--- src/rtl/legv8_pkg.sv ---
// Shared LEGv8 encoding definitions: op enum, opcode fields, encoder FSM states.
// Latency: n/a (types and constants only).
// Backpressure: n/a.
package legv8_pkg;

  typedef enum logic [2:0] {
    OP_ADD  = 3'd0,
    OP_SUB  = 3'd1,
    OP_AND  = 3'd2,
    OP_ORR  = 3'd3,
    OP_LDUR = 3'd4,
    OP_STUR = 3'd5,
    OP_CBZ  = 3'd6,
    OP_MOVZ = 3'd7
  } op_e;

  // Opcode fields, identical to the ones the main control decoder matches on.
  localparam logic [10:0] OPC_ADD  = 11'b10001011000;
  localparam logic [10:0] OPC_SUB  = 11'b11001011000;
  localparam logic [10:0] OPC_AND  = 11'b10001010000;
  localparam logic [10:0] OPC_ORR  = 11'b10101010000;
  localparam logic [10:0] OPC_LDUR = 11'b11111000010;
  localparam logic [10:0] OPC_STUR = 11'b11111000000;
  localparam logic [7:0]  OPC_CBZ  = 8'b10110100;
  localparam logic [8:0]  OPC_MOVZ = 9'b110100101;

  typedef enum logic [1:0] {
    ST_IDLE = 2'd0,
    ST_LOAD = 2'd1,
    ST_DONE = 2'd2
  } state_e;

endpackage

--- src/rtl/legv8_word_pack.sv ---
// Combinational packer: symbolic LEGv8 instruction -> 32-bit machine word + legality flag.
// Latency: 0 cycles (pure combinational).
// Backpressure: none; the caller decides when the result is used.
// Ports: op/rd/rn/rm/imm/hw in; word = packed instruction, legal = fields fit the format.
module legv8_word_pack
  import legv8_pkg::*;
(
  input  logic [2:0]  op,
  input  logic [4:0]  rd,
  input  logic [4:0]  rn,
  input  logic [4:0]  rm,
  input  logic [18:0] imm,
  input  logic [1:0]  hw,
  output logic [31:0] word,
  output logic        legal
);

  // D-type offset is a signed 9-bit value carried in a 19-bit field:
  // the upper bits must be a pure sign extension of bit 8.
  logic dt_in_range;
  assign dt_in_range = (&imm[18:8]) | ~(|imm[18:8]);

  always_comb begin
    word  = '0;
    legal = 1'b1;
    case (op_e'(op))
      OP_ADD:  word = {OPC_ADD, rm, 6'b000000, rn, rd};
      OP_SUB:  word = {OPC_SUB, rm, 6'b000000, rn, rd};
      OP_AND:  word = {OPC_AND, rm, 6'b000000, rn, rd};
      OP_ORR:  word = {OPC_ORR, rm, 6'b000000, rn, rd};
      OP_LDUR: begin
        word  = {OPC_LDUR, imm[8:0], 2'b00, rn, rd};
        legal = dt_in_range;
      end
      OP_STUR: begin
        word  = {OPC_STUR, imm[8:0], 2'b00, rn, rd};
        legal = dt_in_range;
      end
      OP_CBZ:  word = {OPC_CBZ, imm, rd};
      OP_MOVZ: begin
        word  = {OPC_MOVZ, hw, imm[15:0], rd};
        legal = (imm[18:16] == 3'b000);
      end
      default: word = '0;
    endcase
  end

endmodule

--- src/rtl/legv8_encoder.sv ---
// Streaming LEGv8 encoder: packs accepted instructions and writes them to consecutive imem words.
// Latency: accept in cycle N -> imem_we in cycle N+1; one write per cycle when streaming.
// Backpressure: in_ready only in LOAD; illegal instructions are consumed but dropped.
// Ports: clk/reset (sync, active-low); start/base_addr open a session; in_* valid/ready
//        instruction stream; imem_* write port; busy/done/count/err_* status.
module legv8_encoder
  import legv8_pkg::*;
#(
  parameter int ADDR_W = 6
) (
  input  logic              clk,
  input  logic              reset,
  input  logic              start,
  input  logic [ADDR_W-1:0] base_addr,
  input  logic              in_valid,
  output logic              in_ready,
  input  logic [2:0]        in_op,
  input  logic [4:0]        in_rd,
  input  logic [4:0]        in_rn,
  input  logic [4:0]        in_rm,
  input  logic [18:0]       in_imm,
  input  logic [1:0]        in_hw,
  input  logic              in_last,
  output logic              imem_we,
  output logic [ADDR_W-1:0] imem_addr,
  output logic [31:0]       imem_wdata,
  output logic              busy,
  output logic              done,
  output logic [ADDR_W:0]   count,
  output logic              err_illegal,
  output logic              err_full
);

  state_e            state_q, state_d;
  logic [ADDR_W-1:0] wr_ptr;
  logic [31:0]       word;
  logic              legal;
  logic              accept;
  logic              at_top;

  legv8_word_pack u_pack (
    .op    (in_op),
    .rd    (in_rd),
    .rn    (in_rn),
    .rm    (in_rm),
    .imm   (in_imm),
    .hw    (in_hw),
    .word  (word),
    .legal (legal)
  );

  assign accept = in_valid && (state_q == ST_LOAD);
  // Pointer sits on the last word of the address space; a legal write here ends the session.
  assign at_top = (wr_ptr == {ADDR_W{1'b1}});

  always_ff @(posedge clk) begin
    if (!reset) state_q <= ST_IDLE;
    else        state_q <= state_d;
  end

  always_comb begin
    state_d  = state_q;
    in_ready = 1'b0;
    busy     = 1'b0;
    done     = 1'b0;
    case (state_q)
      ST_IDLE: begin
        if (start) state_d = ST_LOAD;
      end
      ST_LOAD: begin
        in_ready = 1'b1;
        busy     = 1'b1;
        if (accept && (in_last || (legal && at_top))) state_d = ST_DONE;
      end
      ST_DONE: begin
        busy    = 1'b1;
        done    = 1'b1;
        state_d = ST_IDLE;
      end
      default: state_d = ST_IDLE;
    endcase
  end

  always_ff @(posedge clk) begin
    if (!reset) begin
      wr_ptr      <= '0;
      count       <= '0;
      imem_we     <= 1'b0;
      imem_addr   <= '0;
      imem_wdata  <= '0;
      err_illegal <= 1'b0;
      err_full    <= 1'b0;
    end else begin
      imem_we <= 1'b0;
      if (state_q == ST_IDLE && start) begin
        wr_ptr      <= base_addr;
        count       <= '0;
        err_illegal <= 1'b0;
        err_full    <= 1'b0;
      end
      if (accept) begin
        if (legal) begin
          imem_we    <= 1'b1;
          imem_addr  <= wr_ptr;
          imem_wdata <= word;
          // Wraps to 0 only on the top write, after which the FSM leaves LOAD.
          wr_ptr     <= wr_ptr + 1'b1;
          count      <= count + 1'b1;
          if (at_top) err_full <= 1'b1;
        end else begin
          err_illegal <= 1'b1;
        end
      end
    end
  end

endmodule

--- config.mk ---
export PLATFORM = sky130hd
export DESIGN_NAME = legv8_encoder
export DESIGN_NICKNAME = d
export VERILOG_FILES = /design/src/rtl/legv8_pkg.sv /design/src/rtl/legv8_word_pack.sv /design/src/rtl/legv8_encoder.sv
export SDC_FILE = /design/constraint.sdc
export NUM_CORES = 1
export LEC_CHECK = 0
export BUFFER_PORTS_ARGS = -buffer_cell sky130_fd_sc_hd__buf_2
export CELL_PAD_IN_SITES_DETAIL_PLACEMENT = 1
export CELL_PAD_IN_SITES_GLOBAL_PLACEMENT = 2
export CORE_MARGIN = 2
export CORE_UTILIZATION = 24
export CTS_CLUSTER_DIAMETER = 50
export CTS_CLUSTER_SIZE = 25
export DETAILED_ROUTE_END_ITERATION = 8
export PLACE_DENSITY_LB_ADDON = 0.12
export SKIP_CTS_REPAIR_TIMING = 1
export SYNTH_ARGS = -nofsm -noshare
export SYNTH_HDL_FRONTEND = slang
export SYNTH_HIERARCHICAL = 1
export SYNTH_SLANG_ARGS = --single-unit
--- constraint.sdc ---
create_clock -name clk -period 1.7 [get_ports clk]
set_input_delay 0.17 -clock clk [delete_from_list [all_inputs] [get_ports clk]]
set_output_delay 0.17 -clock clk [all_outputs]
set_load 0.02 [all_outputs]
==> impl_metrics.yaml, run 1 <==
timing:
  setup_violations: 0
  hold_ws_ps: 117
  rsz0062_at_grt: "no"
  drv_slew: 0
  finClkSkew_ps: 3.48
  finalHoldViolCount: 0
  setup_slack_ps: 135
  fin_crit_sh_pct: 92.1
  min_period_ps: 1570
  tns_ps: 0
  fmax_ghz: 0.639
job:
  drv_cap: 0
hold_path:
  hold_depth: 3
  min-delay-start: "in_rd[2]"
  hold_end: "imem_wdata[2]"
  min_path_type: "input pin to register"
floorplan:
  die_h_microns: 110
  die_w_microns: 110
  num_rows: 38
  coreArea_sq_um: 10900
  ioPinCount: 101
  initial_utilization_pct: 24.7
  dieArea_sq_um: 12100
layout:
  layout-drive-gt1-share_pct: 32.8
  areaGrowthSynthToFinish_pct: 36.6
  n_fill_cell: 1385
  fin_cells: 603
  diodes: 0
  fin_nets: 520
clock_network:
  path_clk_slew_ps: 70
  cts_made_buffers: 5
  clockBufferDepth: 2
  htreeDepth: 2
  clockRootBuffer: "clkbuf_16"
  clock-sinks: 56
  cts_tree: "yes"
  clk_latency_ps: 290
setup_path:
  cp.arrival_ps: 1770
  critPathSlowestCell: "or3b_1"
  r2r-end: "count[6]"
  cp-start-kind: "input pin"
  crit-reg2reg-launch: "state_q[1]"
  critPathCaptureType: "register"
  critical_path_class: "input pin to register"
  critPathRequiredTime_ps: 1910
  path_max_fanout: 10
  rrSetupSlack_ps: 150
  rr_worst_depth: 6
  crit_path_max_incr_delay_ps: 340
  cp_cell_sequence: "buf_2 -> nor4_1 -> nand3_1 -> nand4_1 -> buf_4 -> and3_4 -> nor2_4 -> or3b_1 -> o221ai_1"
placed_design:
  dp_hpwl_mm: 6.89
  numPortBuffers: 100
  finalWeightedCongestion: 0.830
  dp_slack_ps: -243
  dp.cells: 594
synthesis:
  ys_seq_elements: 56
  syn_avg_cell_area_sq_um: 7.70
  synth_area_sq_um: 2700
  ys_async_sr_fraction_pct: 0
  yosys-top-cells-area: "dfxtp_1 (41%), nand2_1 (12%), a21oi_1 (11%), mux2i_1 (3.7%), buf_4 (3.3%)"
  synth_most_common_cell: "nand2_1"
  syn_nets: 408
  synth-main-ff-cell: "dfxtp_1"
  yosysUniqueCellTypes: 39
  seq_area_frac_synth_pct: 41.5
  synth_edf_count: 0
  netlist_instances: 351
  synthTopCellsByCount: "nand2_1 (88), a21oi_1 (60), dfxtp_1 (56), nor2_1 (22)"
  yosys.area.top_type_share_pct: 41.5
  yosysWarnings: 6
  yosysTopAreaCell: "dfxtp_1"
routing:
  drt_pass1_iterations: 4
  vias: 2782
  wl_per_cell_microns: 15.1
  ant_nets: 0
  drc: 0
  drtIter0Drc: 90
  drt-vias-per-instance: 4.61
  drt-total-wl_mm: 9.08
pwr:
  p_leak_uw: 0.00161
  p_per_area_nw_per_um2: 1020
  total_power_uw: 3770
  ir_drop_mv: 0.447
global_routing:
  overflow: 0
  grt_pass1_wl_mm: 14.6
  grt_max_degree: 41
  track_usage_pct: 15.3
  antenna_found_initial: 0
  grt_pass1_vias: 2881
outcome:
  outcome: "finished, final reports clean"
-- state kept, by name, indices dropped and copies added, names as in the netlist --
register / count
imem_wdata: 32
imem_addr: 6
state_q: 2
err_illegal: 1
count: 7
err_full: 1
imem_we: 1
wr_ptr: 6
-- metrics by stage --
stage / instance area (sq um) / util [%]
after CTS: 3660 / 33.5
after detailed placement: 3470 / 31.8
final: 3690 / 33.8
after global routing: 3690 / 33.8
after global placement: 3470 / 31.8
after floorplan: 2720 / -
-- area by class of cell --
class / instances / area, sq um / area share, %
tap: 140 / 175 / 4.74
sequential: 56 / 1120 / 30.4
timing repair buffer: 132 / 753 / 20.4
inverter: 5 / 18.8 / 0.508
multi-input combinational: 263 / 1440 / 39.0
clock inverter: 2 / 60.1 / 1.63
clock buffer: 5 / 125 / 3.39
-- routing by layer --
metal,vias to the layer above,share of wire (%),global-route usage [%],routed length [microns]
met1,1303,47,19.6,4300
met2,59,47,27.0,4300
met4,0,0.63,3.21,57
li1,1416,-,-,-
met3,4,4.6,2.23,416
met5,-,0,0,0
-- cell families after synthesis --
logic type                 Yosys count  share of synthesized area (%)
AOI/OAI and AO/OA                   87                           17.6
xor gates and xnor gates             1                          0.324
and+or+nand+nor                    152                           24.9
buffers and inverters               32                           6.48
DFF                                 56                           41.5
adders and majority gates            7                           3.24
other                                1                          0.139
muxes                               15                           5.78
-- where the power goes --
group / leakage [uW] / total [uW] / internal, uW / switching, uW
combinational: 0.00107 / 987 / 394 / 593
sequential: 0.000454 / 1480 / 1400 / 71.1
clock: 0.0000899 / 1310 / 837 / 470
total: 0.00161 / 3770 / 2640 / 1130
-- worst max-delay path, delay by kind of cell --
| kind | cells | cell delay (ps) |
|---|---|---|
| compound gates | 1 | 70 |
| buf+inv | 2 | 300 |
| simple gates | 6 | 1230 |
-- worst max-delay path by stage --
stage	startpoint	end	slack, ps
after floorplan	in_op[1]	state_q[1]	-4
after global placement	in_imm[10]	count[6]	-190
after detailed placement	in_imm[10]	count[4]	-240
after CTS	state_q[1]	wr_ptr[2]	6
after global routing	state_q[1]	wr_ptr[5]	20
final	in_imm[9]	count[6]	130
-- cell usage in the layout (no fill, tap or decap), drive strengths merged, types with 2 or more instances in the layout --
cell type  netlist  layout
or3              2       2
mux2i           10      10
a21boi           3       3
a21oi           61      61
inv              5       5
nor4             4       4
and3             4       4
o21a             2       2
a311oi           2       2
ha               7       7
mux2             5       5
clkbuf          12       5
buf             15     132
nor2b            5       5
nor2            22      22
nand3b           4       4
nand4            4       4
dfxtp           56      56
nand2           89      89
o22ai            3       3
bufinv           0       2
o21ai           12      12
nand3           10      10
nor3             4       4
(Power assumes the default switching activity.)
==> run 2, diff against run 1 <==
SYNTH_HIERARCHICAL = default   (was 1)
==> run 2 against run 1 <==
Effect of this change:
- setup slack got worse by 21 ps
- via count rose by 1.9%
- synthesized cell count fell by 7.7%
- critical endpoint is now imem_wdata[26]
- combinational power rose by 34%
==> impl_metrics.yaml, run 2 <==
outcome:
  outcome: "finished, final reports clean"
placed_design:
  finalWeightedCongestion: 0.763
  dp_slack_ps: -134
  numPortBuffers: 100
  dp_hpwl_mm: 7.04
synthesis:
  seq_area_frac_synth_pct: 41.8
  synthAdderAreaFrac_pct: 3.17
  synthTopCellsByCount: "nand2_1 (70), dfxtp_1 (56), a21oi_1 (30), nand3_1 (20), nor2_1 (19)"
  synth_area_sq_um: 2690
  yosysWarnings: 0
  synth_edf_count: 0
  synth_xor_area_share_pct: 0.979
  syn_nets: 380
  netlist_instances: 324
  yosysTopAreaCell: "dfxtp_1"
  synth-main-ff-cell: "dfxtp_1"
  yosysUniqueCellTypes: 44
  yosys.area.top_type_share_pct: 41.8
  synth-compound-area-share_pct: 20.1
  ys_seq_elements: 56
  synthMuxAreaShare_pct: 5.50
  synth_top_family_by_area: "simple AND/OR/NAND/NOR gates"
  synth_most_common_cell: "nand2_1"
  synthSimpleGateAreaFrac_pct: 23.3
  yosys-top-cells-area: "dfxtp_1 (42%), nand2_1 (9.8%), a21oi_1 (5.6%), nand3_1 (3.7%), a311oi_2 (3.4%)"
  syn_avg_cell_area_sq_um: 8.29
  ys_async_sr_fraction_pct: 0
setup_path:
  critPathSlowestCell: "or3_1"
  crit_path_max_incr_delay_ps: 370
  cp_cell_sequence: "inv_1 -> ha_2 -> o211a_4 -> buf_6 -> o21ai_4 -> or3_1 -> a21oi_1"
  cp-start-kind: "register"
  critical_path_class: "register to register"
  critPathRequiredTime_ps: 1960
  path_max_fanout: 5
  cp.arrival_ps: 1840
  critPathCaptureType: "register"
timing:
  fin_crit_sh_pct: 93.3
  setup_slack_ps: 113
  worst_slew_margin_rel_pct: 67.8
  finalHoldViolCount: 0
  worstMarginPinSlew_ps: 479
  hold_ws_ps: 88.5
  setup_violations: 0
  fmax_ghz: 0.630
  tns_ps: 0
  drv_slew: 0
  finClkSkew_ps: 9.51
  min_period_ps: 1590
clock_network:
  cts_made_buffers: 5
  cts_tree: "yes"
  htreeDepth: 2
  path_clk_slew_ps: 110
  clk_latency_ps: 310
  clockRootBuffer: "clkbuf_8"
  clock-sinks: 56
  clockBufferDepth: 2
routing:
  drt-total-wl_mm: 9.60
  drt_pass1_iterations: 4
  ant_nets: 0
  drtIter0Drc: 137
  wl_met3_microns: 487
  dr_wl_met2_mm: 4.35
  wl_met1_mm: 4.64
  vias: 2835
  drt-vias-per-instance: 4.84
  wl_per_cell_microns: 16.4
  top_layer: "met4"
  drc: 0
job:
  drv_cap: 0
pwr:
  p_comb_share_pct: 34.7
  ir_drop_mv: 0.365
  power.internal_uw: 2450
  total_power_uw: 3800
  p_leak_uw: 0.00161
  switching_share_pct: 35.6
  power_frac_seq_pct: 41.3
  p_per_area_nw_per_um2: 1020
  p_clk_share_pct: 24.1
  netSwitchingPower_uw: 1350
floorplan:
  num_rows: 38
  dieArea_sq_um: 12000
  initial_utilization_pct: 24.7
  coreArea_sq_um: 10900
  die_h_microns: 110
  ioPinCount: 101
  die_w_microns: 110
layout:
  layout-drive-gt1-share_pct: 37.7
  areaGrowthSynthToFinish_pct: 39.0
  largest_register_ffs: 32
  diodes: 0
  fin_nets: 501
  n_fill_cell: 1350
  top_register: "imem_wdata"
  final-seq-area_sq_um: 1120
  top_regs: "imem_wdata: 32 flops, count: 7 flops"
  multiInputGateArea_sq_um: 1470
  layout_commonest_cell: "buf_2"
  final_cell_mix: "buf_2 (100), nand2_1 (69), dfxtp_1 (55)"
global_routing:
  track_usage_pct: 15.8
  overflow: 0
  grt_pass1_vias: 2751
  antenna_found_initial: 0
  grt_max_degree: 34
  grt_pass1_wl_mm: 14.7
hold_path:
  min_path_type: "input pin to register"
run 2: cell types whose count changed after synthesis, sizes merged, moves of 4 or more:
cell    previous run  this run
o211ai             0         8
nand2             89        70
a31oi              0         4
a21oi             61        30
nand4              4         8
nand3             10        20
a311oi             2         7
run 2: path summary, 6_finish.rpt:
| kind | end | cells past startpoint | start | slack [ps] |
|---|---|---|---|---|
| worst max-delay path | imem_wdata[26] | 7 | state_q[1] | 110 |
| worst min-delay path | imem_wdata[0] | 3 | in_rd[0] | 90 |
| worst max register to register | imem_wdata[26] | 7 | state_q[1] | 110 |
| worst min register to register | imem_wdata[26] | 2 | imem_wdata[26] | 460 |
run 2: power groups by stage:
stage          logic, uW  clock network [uW]  registers, uW
4_1_cts             1260                 951           1570
5_1_grt             1450                 996           1590
3_3_place_gp        1240                   0           1590
3_5_place_dp        1260                   0           1600
6_report            1320                 913           1570
2_1_floorplan        632                   0           1690
run 2: layer usage:
layer,up-vias,global-route usage (%)
li1,1388,-
met1,1347,21.6
met2,88,25.3
met3,12,3.20
met4,0,3.80
met5,-,0
run 2: final cells by class:
cell class              instances  share of cell area [%]
well taps                     140                    4.69
clock inverters                 3                    1.14
repair buffers                137                    22.4
multi-input cells             241                    39.5
clock buffers                   5                    1.84
inverters                       4                   0.402
flip-flops and latches         56                    30.1
run 2: per-stage QoR:
stage                     cells  util [%]  cell area (sq um)
after CTS                   582      33.4               3640
after global routing        586      34.3               3730
final                       586      34.3               3730
after detailed placement    574      32.4               3530
after global placement      574      32.4               3530
after floorplan             324         -               2690
run 2: kinds of logic after synthesis:
| kind of cell | after synthesis |
|---|---|
| compound gates | 76 |
| xor+xnor | 3 |
| fa+ha+maj | 7 |
| buf+inv | 28 |
| flops | 56 |
| mux | 14 |
| simple gates | 140 |
run 2: critical path, delay by kind of cell (launching register included):
kind                       cells  cell delay, ps
adders and majority gates      1             200
AOI/OAI and AO/OA              3             410
and+or+nand+nor                1             370
DFF                            1             350
buffers and inverters          2             190
